File: config.mk
export PLATFORM = sky130hd
export DESIGN_NAME = lsu_unit_flat
export DESIGN_NICKNAME = d
export VERILOG_FILES = /design/src/rtl/npc_pkg.sv /design/src/rtl/lsu_unit_if.sv /design/src/rtl/lsu_align.sv /design/src/rtl/lsu_unit.sv /design/src/flat_wrapper.sv
export SDC_FILE = /design/constraint.sdc
export NUM_CORES = 1
export LEC_CHECK = 0
export CORE_MARGIN = 10
export CORE_UTILIZATION = 58
export DETAILED_ROUTE_END_ITERATION = 8
export DONT_BUFFER_PORTS = 1
export GPL_ROUTABILITY_DRIVEN = 1
export HOLD_SLACK_MARGIN = 0.03
export PLACE_DENSITY = 0.87
export SYNTH_ARGS = -nofsm -noshare
export SYNTH_HDL_FRONTEND = slang
export SYNTH_SLANG_ARGS = --single-unit
File: constraint.sdc
create_clock -name clk -period 1.82 [get_ports clk]
set_input_delay 0.091 -clock clk [delete_from_list [all_inputs] [get_ports clk]]
set_output_delay 0.091 -clock clk [all_outputs]
set_load 0.02 [all_outputs]
File: src/rtl/npc_pkg.sv
`default_nettype none
// ============================================================================
//  Module      : npc_pkg
//  Description : Shared definitions for the NPC load/store unit: operation
//                kind encodings, RISC-V funct3 size/sign codes and the
//                LSU state encoding.
//  Revision    : 1.0 - initial release
// ============================================================================
package npc_pkg;

  // Operation kind presented by the execute stage
  localparam logic [1:0] c_KIND_PASS    = 2'd0;
  localparam logic [1:0] c_KIND_LOAD    = 2'd1;
  localparam logic [1:0] c_KIND_STORE   = 2'd2;
  localparam logic [1:0] c_KIND_ILLEGAL = 2'd3;

  // funct3 size/sign field (stores only use B/H/W)
  localparam logic [2:0] c_F3_B  = 3'b000;
  localparam logic [2:0] c_F3_H  = 3'b001;
  localparam logic [2:0] c_F3_W  = 3'b010;
  localparam logic [2:0] c_F3_BU = 3'b100;
  localparam logic [2:0] c_F3_HU = 3'b101;

  // LSU control states
  typedef enum logic [1:0] {
    ST_IDLE = 2'd0,
    ST_REQ  = 2'd1,
    ST_WAIT = 2'd2,
    ST_DONE = 2'd3
  } state_t;

endpackage
`default_nettype wire

File: src/rtl/lsu_unit_if.sv
`default_nettype none
// ============================================================================
//  Module      : lsu_unit_if
//  Description : Data-memory request/response port of the load/store unit.
//                master = LSU side, slave = memory side.
//  Ports       : mem_req_valid/ready, mem_addr, mem_wen, mem_wdata, mem_wstrb
//                (request); mem_rsp_valid, mem_rsp_rdata, mem_rsp_err
//                (response / write acknowledge).
//  Revision    : 1.0 - initial release
// ============================================================================
interface lsu_unit_if #(
  parameter int XLEN = 32
);
  logic            mem_req_valid;
  logic            mem_req_ready;
  logic [XLEN-1:0] mem_addr;
  logic            mem_wen;
  logic [XLEN-1:0] mem_wdata;
  logic [3:0]      mem_wstrb;
  logic            mem_rsp_valid;
  logic [XLEN-1:0] mem_rsp_rdata;
  logic            mem_rsp_err;

  modport master (
    output mem_req_valid, mem_addr, mem_wen, mem_wdata, mem_wstrb,
    input  mem_req_ready, mem_rsp_valid, mem_rsp_rdata, mem_rsp_err
  );

  modport slave (
    input  mem_req_valid, mem_addr, mem_wen, mem_wdata, mem_wstrb,
    output mem_req_ready, mem_rsp_valid, mem_rsp_rdata, mem_rsp_err
  );
endinterface
`default_nettype wire

File: src/rtl/lsu_align.sv
`default_nettype none
// ============================================================================
//  Module      : lsu_align
//  Description : Purely combinational byte-lane logic for the LSU:
//                legality/alignment check of an incoming op, store lane
//                replication and strobes, and load extraction/extension.
//  Ports       : i_kind/i_funct3/i_addr_lo/i_wdata - incoming op
//                o_is_mem   - legal, aligned load or store
//                o_op_err   - illegal kind, illegal funct3 or misaligned
//                o_st_wdata/o_st_wstrb - lane-placed store data and strobes
//                i_ld_funct3/i_ld_off/i_ld_rdata - latched load info + raw word
//                o_ld_data  - extended load value
//  Revision    : 1.0 - initial release
// ============================================================================
module lsu_align
  import npc_pkg::*;
#(
  parameter int XLEN = 32
) (
  input  logic [1:0]      i_kind,
  input  logic [2:0]      i_funct3,
  input  logic [1:0]      i_addr_lo,
  input  logic [XLEN-1:0] i_wdata,
  output logic            o_is_mem,
  output logic            o_op_err,
  output logic [XLEN-1:0] o_st_wdata,
  output logic [3:0]      o_st_wstrb,
  input  logic [2:0]      i_ld_funct3,
  input  logic [1:0]      i_ld_off,
  input  logic [XLEN-1:0] i_ld_rdata,
  output logic [XLEN-1:0] o_ld_data
);

  logic            w_f3_ok;
  logic            w_misalign;
  logic [XLEN-1:0] w_ld_shift;

  // Legality and alignment of the incoming op
  always_comb begin
    w_f3_ok    = 1'b0;
    w_misalign = 1'b0;
    case (i_kind)
      c_KIND_LOAD:  w_f3_ok = (i_funct3 == c_F3_B)  || (i_funct3 == c_F3_H)  ||
                              (i_funct3 == c_F3_W)  || (i_funct3 == c_F3_BU) ||
                              (i_funct3 == c_F3_HU);
      c_KIND_STORE: w_f3_ok = (i_funct3 == c_F3_B)  || (i_funct3 == c_F3_H)  ||
                              (i_funct3 == c_F3_W);
      default:      w_f3_ok = 1'b0;
    endcase
    case (i_funct3[1:0])
      2'b01:   w_misalign = i_addr_lo[0];
      2'b10:   w_misalign = (i_addr_lo != 2'b00);
      default: w_misalign = 1'b0;
    endcase
    o_is_mem = w_f3_ok && !w_misalign;
    o_op_err = (i_kind == c_KIND_ILLEGAL) ||
               (((i_kind == c_KIND_LOAD) || (i_kind == c_KIND_STORE)) && !o_is_mem);
  end

  // Store data is replicated across all lanes so the strobes alone select
  // the destination bytes; no barrel shifter needed.
  always_comb begin
    o_st_wdata = i_wdata;
    o_st_wstrb = 4'b0000;
    case (i_funct3[1:0])
      2'b00: begin
        o_st_wdata = {4{i_wdata[7:0]}};
        o_st_wstrb = 4'b0001 << i_addr_lo;
      end
      2'b01: begin
        o_st_wdata = {2{i_wdata[15:0]}};
        o_st_wstrb = 4'b0011 << i_addr_lo;
      end
      default: begin
        o_st_wdata = i_wdata;
        o_st_wstrb = 4'b1111;
      end
    endcase
    if (i_kind != c_KIND_STORE) begin
      o_st_wstrb = 4'b0000;
    end
  end

  // Load extract: bring the addressed byte/half down to bit 0, then extend
  always_comb begin
    w_ld_shift = i_ld_rdata >> {i_ld_off, 3'b000};
    case (i_ld_funct3)
      c_F3_B:  o_ld_data = {{24{w_ld_shift[7]}},  w_ld_shift[7:0]};
      c_F3_H:  o_ld_data = {{16{w_ld_shift[15]}}, w_ld_shift[15:0]};
      c_F3_W:  o_ld_data = i_ld_rdata;
      c_F3_BU: o_ld_data = {24'd0, w_ld_shift[7:0]};
      c_F3_HU: o_ld_data = {16'd0, w_ld_shift[15:0]};
      default: o_ld_data = '0;
    endcase
  end

endmodule
`default_nettype wire

File: src/rtl/lsu_unit.sv
`default_nettype none
// ============================================================================
//  Module      : lsu_unit
//  Description : Load/store unit downstream of execute. Accepts one op at a
//                time, runs a request/response transaction on the data-memory
//                port for legal aligned loads/stores, and returns a
//                write-back value. Pass-through ops return the ALU result.
//  Ports       : clk, rst_n (async, active-low)
//                in_valid/in_ready, in_addr, in_wdata, in_kind, in_funct3
//                mem  - data-memory port (lsu_unit_if.master)
//                out_valid/out_ready, out_data, out_err
//  Revision    : 1.0 - initial release
// ============================================================================
module lsu_unit
  import npc_pkg::*;
#(
  parameter int XLEN    = 32,
  parameter int TIMEOUT = 255
) (
  input  logic             clk,
  input  logic             rst_n,
  input  logic             in_valid,
  output logic             in_ready,
  input  logic [XLEN-1:0]  in_addr,
  input  logic [XLEN-1:0]  in_wdata,
  input  logic [1:0]       in_kind,
  input  logic [2:0]       in_funct3,
  lsu_unit_if.master       mem,
  output logic             out_valid,
  input  logic             out_ready,
  output logic [XLEN-1:0]  out_data,
  output logic             out_err
);

  // Last WAIT count before abort: WAIT lasts exactly TIMEOUT cycles
  localparam logic [7:0] c_TO_LAST = 8'(TIMEOUT - 1);

  state_t          r_state;
  state_t          w_next;

  logic            w_accept;
  logic            w_is_mem;
  logic            w_op_err;
  logic [XLEN-1:0] w_st_wdata;
  logic [3:0]      w_st_wstrb;
  logic [XLEN-1:0] w_ld_data;
  logic            w_timeout;

  logic [XLEN-1:0] r_addr;
  logic            r_wen;
  logic [XLEN-1:0] r_wdata;
  logic [3:0]      r_wstrb;
  logic [1:0]      r_off;
  logic [2:0]      r_f3;
  logic [7:0]      r_cnt;
  logic [XLEN-1:0] r_data;
  logic            r_err;

  assign w_accept  = (r_state == ST_IDLE) && in_valid;
  assign w_timeout = (r_cnt == c_TO_LAST);

  lsu_align #(.XLEN(XLEN)) u_align (
    .i_kind      (in_kind),
    .i_funct3    (in_funct3),
    .i_addr_lo   (in_addr[1:0]),
    .i_wdata     (in_wdata),
    .o_is_mem    (w_is_mem),
    .o_op_err    (w_op_err),
    .o_st_wdata  (w_st_wdata),
    .o_st_wstrb  (w_st_wstrb),
    .i_ld_funct3 (r_f3),
    .i_ld_off    (r_off),
    .i_ld_rdata  (mem.mem_rsp_rdata),
    .o_ld_data   (w_ld_data)
  );

  // State register
  always_ff @(posedge clk or negedge rst_n) begin
    if (!rst_n) begin
      r_state <= ST_IDLE;
    end else begin
      r_state <= w_next;
    end
  end

  // Next-state logic
  always_comb begin
    w_next = r_state;
    case (r_state)
      ST_IDLE: if (in_valid)            w_next = w_is_mem ? ST_REQ : ST_DONE;
      ST_REQ:  if (mem.mem_req_ready)   w_next = ST_WAIT;
      ST_WAIT: if (mem.mem_rsp_valid || w_timeout) w_next = ST_DONE;
      ST_DONE: if (out_ready)           w_next = ST_IDLE;
      default:                          w_next = ST_IDLE;
    endcase
  end

  // Outputs: everything is forced to 0 outside the state that owns it so
  // the bus is quiet whenever no transaction is in flight.
  always_comb begin
    in_ready          = (r_state == ST_IDLE);
    mem.mem_req_valid = (r_state == ST_REQ);
    mem.mem_addr      = (r_state == ST_REQ) ? r_addr  : '0;
    mem.mem_wen       = (r_state == ST_REQ) ? r_wen   : 1'b0;
    mem.mem_wdata     = (r_state == ST_REQ) ? r_wdata : '0;
    mem.mem_wstrb     = (r_state == ST_REQ) ? r_wstrb : 4'b0000;
    out_valid         = (r_state == ST_DONE);
    out_data          = (r_state == ST_DONE) ? r_data : '0;
    out_err           = (r_state == ST_DONE) ? r_err  : 1'b0;
  end

  // Datapath: latched op, wait counter and write-back result
  always_ff @(posedge clk or negedge rst_n) begin
    if (!rst_n) begin
      r_addr  <= '0;
      r_wen   <= 1'b0;
      r_wdata <= '0;
      r_wstrb <= 4'b0000;
      r_off   <= 2'b00;
      r_f3    <= 3'b000;
      r_cnt   <= 8'd0;
      r_data  <= '0;
      r_err   <= 1'b0;
    end else begin
      if (w_accept) begin
        r_addr  <= {in_addr[XLEN-1:2], 2'b00};
        r_wen   <= (in_kind == c_KIND_STORE);
        r_wdata <= w_st_wdata;
        r_wstrb <= w_st_wstrb;
        r_off   <= in_addr[1:0];
        r_f3    <= in_funct3;
        if (in_kind == c_KIND_PASS) begin
          r_data <= in_addr;
          r_err  <= 1'b0;
        end else begin
          r_data <= '0;
          r_err  <= w_op_err;
        end
      end
      if ((r_state == ST_REQ) && mem.mem_req_ready) begin
        r_cnt <= 8'd0;
      end
      if (r_state == ST_WAIT) begin
        r_cnt <= r_cnt + 8'd1;
        if (mem.mem_rsp_valid) begin
          r_err  <= mem.mem_rsp_err;
          r_data <= (mem.mem_rsp_err || r_wen) ? '0 : w_ld_data;
        end else if (w_timeout) begin
          r_err  <= 1'b1;
          r_data <= '0;
        end
      end
    end
  end

endmodule
`default_nettype wire

File: src/flat_wrapper.sv
// flat-port wrapper written by rule: the top's interface ports become plain ports
module lsu_unit_flat import npc_pkg::*;
#(
  parameter int XLEN    = 32,
  parameter int TIMEOUT = 255
)
  (clk, rst_n, in_valid, in_ready, in_addr, in_wdata, in_kind, in_funct3, out_valid, out_ready, out_data, out_err, mem_mem_req_valid, mem_mem_addr, mem_mem_wen, mem_mem_wdata, mem_mem_wstrb, mem_mem_req_ready, mem_mem_rsp_valid, mem_mem_rsp_rdata, mem_mem_rsp_err);
  lsu_unit_if #(.XLEN(XLEN)) mem_i ();
  input  logic clk;
  input  logic rst_n;
  input  logic in_valid;
  output logic in_ready;
  input  logic [XLEN-1:0] in_addr;
  input  logic [XLEN-1:0] in_wdata;
  input  logic [1:0] in_kind;
  input  logic [2:0] in_funct3;
  output logic out_valid;
  input  logic out_ready;
  output logic [XLEN-1:0] out_data;
  output logic out_err;
  output wire logic [$bits(mem_i.mem_req_valid)-1:0] mem_mem_req_valid;
  output wire logic [$bits(mem_i.mem_addr)-1:0] mem_mem_addr;
  output wire logic [$bits(mem_i.mem_wen)-1:0] mem_mem_wen;
  output wire logic [$bits(mem_i.mem_wdata)-1:0] mem_mem_wdata;
  output wire logic [$bits(mem_i.mem_wstrb)-1:0] mem_mem_wstrb;
  input wire logic [$bits(mem_i.mem_req_ready)-1:0] mem_mem_req_ready;
  input wire logic [$bits(mem_i.mem_rsp_valid)-1:0] mem_mem_rsp_valid;
  input wire logic [$bits(mem_i.mem_rsp_rdata)-1:0] mem_mem_rsp_rdata;
  input wire logic [$bits(mem_i.mem_rsp_err)-1:0] mem_mem_rsp_err;
  assign mem_mem_req_valid = mem_i.mem_req_valid;
  assign mem_mem_addr = mem_i.mem_addr;
  assign mem_mem_wen = mem_i.mem_wen;
  assign mem_mem_wdata = mem_i.mem_wdata;
  assign mem_mem_wstrb = mem_i.mem_wstrb;
  assign mem_i.mem_req_ready = mem_mem_req_ready;
  assign mem_i.mem_rsp_valid = mem_mem_rsp_valid;
  assign mem_i.mem_rsp_rdata = mem_mem_rsp_rdata;
  assign mem_i.mem_rsp_err = mem_mem_rsp_err;
  lsu_unit #(.XLEN(XLEN), .TIMEOUT(TIMEOUT)) u_core (.clk(clk), .rst_n(rst_n), .in_valid(in_valid), .in_ready(in_ready), .in_addr(in_addr), .in_wdata(in_wdata), .in_kind(in_kind), .in_funct3(in_funct3), .mem(mem_i), .out_valid(out_valid), .out_ready(out_ready), .out_data(out_data), .out_err(out_err));
endmodule
==> results.sh <==
export IMPL_cp_end_kind="register"
export IMPL_overflow=0
export IMPL_areaGrowthSynthToFinish_pct=43.13
export IMPL_hold_violations=115
export IMPL_drt_iter0_markers=1281
export IMPL_die_x_um=125.5
export IMPL_fmax_mhz=515.7
export IMPL_cp_required_ps=2230
export IMPL_layout_setup_ws_ps=-119.1
export IMPL_status="complete, but fails checks"
export IMPL_clk_latency_ps=530
export IMPL_place_gp_congestion=0.8474
export IMPL_critPathSlowestCell="dfrtp_2"
export IMPL_hold_path_class="primary input to async pin"
export IMPL_wire_per_inst_um=27.77
export IMPL_rsz0062_at_grt="yes"
export IMPL_arrival_ps=2340
export IMPL_worstReg2RegStart="u_core.r_state[1]"
export IMPL_pwr_share_comb=0.521
export IMPL_finClkSkew_ps=10.31
export IMPL_dp_hpwl_um=14410
export IMPL_cts_root_buf="clkbuf_8"
export IMPL_cpPeakStageDelay_ps=470
export IMPL_rrSetupSlack_ps=-120
export IMPL_reg2reg_to="u_core.r_data[18]"
export IMPL_grt_pass1_wl_um=37650
export IMPL_slew_viol_final=0
export IMPL_ys_ff_latch=115
export IMPL_slew_headroom=0.6457
export IMPL_async_flop_share=1.000
export IMPL_grt_busiest_layer="met2"
export IMPL_drive_above_1_share=0.2323
export IMPL_synth_enable_flop_cells=0
export IMPL_use_met1=0.3251
export IMPL_cts_sinks=115
export IMPL_path_buf_inv=3
export IMPL_period_share=1.065
export IMPL_setup_viol=106
export IMPL_criticalPathCategory="register to register"
export IMPL_synth_area_per_cell_um2=8.308
export IMPL_fin_setup_tns_ps=-5759
export IMPL_antenna_left=0
export IMPL_synth_ff_type="dfrtp_1"
export IMPL_max_cap_violations=0
export IMPL_power_switching_w=0.006704
export IMPL_synth_cell_types=52
export IMPL_cts_hold_buf=107
export IMPL_dr_pass1_iters=8
export IMPL_die_area_mm2=0.01575
export IMPL_ioPinCount=213
export IMPL_drc=0
export IMPL_vias=7199
export IMPL_layout_nets=1029
export IMPL_r2r_cells=8
export IMPL_antenna_found_initial=4
export IMPL_yosysWarningCount=0
export IMPL_grt_pass1_vias=6688
export IMPL_grt_util_met3=0.09759
export IMPL_start_util=0.5929
export IMPL_met2_usage=0.4847
export IMPL_core_rowCount=38
export IMPL_h_tree_depth=4
export IMPL_syn_area_mm2=0.006455
export IMPL_ir_drop_uv=1134
export IMPL_fin_hold_ws_ps=-750.6
export IMPL_worstPathMaxFanout=8
export IMPL_port_buffers=0
export IMPL_fin_util=0.8485
export IMPL_violations="hold timing, setup timing"
export IMPL_p_leak_nw=4.336
export IMPL_numCtsBuffers=17
export IMPL_grt_max_degree=116
export IMPL_finalWirelength_um=29470
export IMPL_intPower_w=0.008958
export IMPL_die_y_um=125.5
export IMPL_clk_pin_slew_ps=60
export IMPL_clockPowerShare=0.188
export IMPL_cp_start_kind="register"
export IMPL_period_minus_slack_ps=1939
export IMPL_power_per_cell_area_mw_per_mm2=1695
export IMPL_sequentialPowerShare=0.292
export IMPL_via_per_inst=6.785
export IMPL_path_cells="inv_4 > ha_4 > nand3b_1 > o211ai_4 > buf_12 > clkbuf_16 > a21oi_1 > or3_1"
export IMPL_yosysSeqAreaShare=0.4458
export IMPL_worst_pin_slew_ps=529.5
export IMPL_p_sw_frac=0.4280
export IMPL_crit_family="simple AND/OR/NAND/NOR gates"
export IMPL_coreArea_mm2=0.01089
export IMPL_grt_usage=0.2957
export IMPL_clk_path_buf_depth=2
export IMPL_cts_tree="yes"
export IMPL_netlist_instances=777
==> per-stage QoR <==
stage / hold WS, ps / instances / total power, W / worst slack, ps / area, µm²
after CTS: -763.6 / 1029 / 0.01307 / -40.87 / 8441
after global placement: -197.0 / 893 / 0.009184 / 15.16 / 6674
after detailed placement: -198.7 / 893 / 0.009462 / -61.92 / 6674
after global routing: -765.5 / 1061 / 0.01616 / -145.6 / 9239
after floorplan: -204.6 / 778 / 0.008186 / -12.06 / 6481
final: -750.6 / 1061 / 0.01566 / -119.1 / 9239
==> flip-flops by register name, indices dropped and copies added, names as in the netlist <==
register / cells
u_core.r_off: 2
u_core.r_addr: 30
u_core.r_cnt: 8
u_core.r_wen: 1
u_core.r_data: 32
u_core.r_wdata: 32
u_core.r_state: 2
u_core.r_err: 1
u_core.r_wstrb: 4
u_core.r_f3: 3
==> how the worst max path moves through the flow <==
stage	slack, ps	cells past startpoint	to	from
after floorplan	-10	8	u_core.r_data[25]	u_core.r_state[0]
after global placement	20	6	u_core.r_data[20]	u_core.r_state[0]
after detailed placement	-60	6	u_core.r_data[19]	u_core.r_state[0]
after CTS	-40	5	out_data[1]	u_core.r_state[0]
after global routing	-150	8	u_core.r_data[18]	u_core.r_state[0]
final	-120	8	u_core.r_data[18]	u_core.r_state[1]
==> synth_stat cells, types with 2 or more instances <==
master / count / share of area
nand3_1: 5 / 0.0039
buf_2: 15 / 0.012
a21oi_1: 52 / 0.040
o21ai_0: 24 / 0.019
a21o_1: 9 / 0.010
buf_4: 2 / 0.0023
clkbuf_1: 28 / 0.016
mux2i_1: 9 / 0.014
buf_6: 2 / 0.0035
or3_1: 17 / 0.016
nor3_1: 2 / 0.0016
nor2_1: 48 / 0.028
a21boi_0: 7 / 0.0081
nand4_1: 3 / 0.0029
nand2_1: 223 / 0.13
a221oi_1: 8 / 0.011
clkbuf_4: 2 / 0.0023
a31oi_1: 17 / 0.016
buf_1: 2 / 0.0012
a22o_1: 3 / 0.0041
inv_1: 12 / 0.0070
nand2b_1: 4 / 0.0039
and2_1: 101 / 0.098
xor2_1: 5 / 0.0068
ha_1: 13 / 0.025
o221ai_1: 8 / 0.011
dfrtp_1: 115 / 0.45
and3_1: 2 / 0.0019
o211ai_1: 2 / 0.0023
a22oi_1: 8 / 0.0093
buf_12: 2 / 0.0062
a221o_1: 7 / 0.011
==> layout by cell type, fill, tap and decap left out, types with 3 or more instances in the layout <==
cell / Yosys / routed
clkbuf_16: 0 / 29
a22oi_1: 8 / 8
dlygate4sd3_1: 0 / 107
a21o_1: 9 / 9
nand3_1: 5 / 5
ha_1: 13 / 8
buf_6: 2 / 11
ha_4: 0 / 4
and2_4: 0 / 94
o221ai_1: 8 / 6
buf_4: 2 / 17
dfrtp_1: 115 / 114
a221o_1: 7 / 7
inv_1: 12 / 10
a221oi_1: 8 / 8
and2_2: 0 / 7
a21oi_2: 0 / 9
a21boi_0: 7 / 7
nand4_1: 3 / 3
or3_1: 17 / 17
nor2_1: 48 / 46
a31oi_1: 17 / 17
xor2_1: 5 / 5
clkinv_2: 0 / 3
mux2i_1: 9 / 9
a21oi_1: 52 / 43
a22o_1: 3 / 3
clkbuf_8: 0 / 5
diode_2: 0 / 4
nand2b_1: 4 / 4
buf_12: 2 / 13
nand2_1: 223 / 221
o21ai_0: 24 / 24
==> metal layers <==
layer | wire, µm | part of all wire
met5 | 0 | 0
met1 | 9523 | 0.32
met3 | 3792 | 0.13
met4 | 2498 | 0.085
met2 | 13650 | 0.46
==> kinds of logic after synthesis <==
| kind of cell | Yosys count | share of synthesized area |
|---|---|---|
| compound gates | 154 | 0.1553 |
| xor+xnor | 6 | 0.008141 |
| fa+ha+maj | 13 | 0.02520 |
| buf+inv | 65 | 0.05040 |
| flops | 115 | 0.4458 |
| mux | 10 | 0.01745 |
| other cells | 1 | 0.0005810 |
| simple gates | 413 | 0.2972 |
==> area by class of cell <==
class                   count  area, µm²
repair buffers            164       1978
multi-input cells         598       3642
well taps                 140      175.2
clock inverters             5      30.03
diodes                      4      10.01
flip-flops and latches    115       2879
clock buffers              23      476.7
inverters                  12      47.55
fillers                   512       1649
==> worst reg2reg max path, delay by kind of cell (launching register included) <==
kind | cells | cell delay, ps
DFF | 1 | 470
and+or+nand+nor | 2 | 540
adders and majority gates | 1 | 180
AOI/OAI and AO/OA | 2 | 200
buffers and inverters | 3 | 430
==> timing repair <==
action	4_1_cts	5_1_grt
gates cloned	1	18
pin swaps	0	14
setup buffers	0	10
resized for setup	112	126
setup endpoints to repair	116	133
endpoints found under the hold margin	230	115
==> power groups by stage <==
stage,clock (W),sequential (W),combinational (W)
3_3_place_gp,0,0.00423,0.00495
3_5_place_dp,0,0.00430,0.00516
5_1_grt,0.00304,0.00461,0.00851
4_1_cts,0.00293,0.00432,0.00582
6_report,0.00294,0.00457,0.00815
2_1_floorplan,0,0.00410,0.00409
Note: power is estimated with default switching activity, not from simulation.
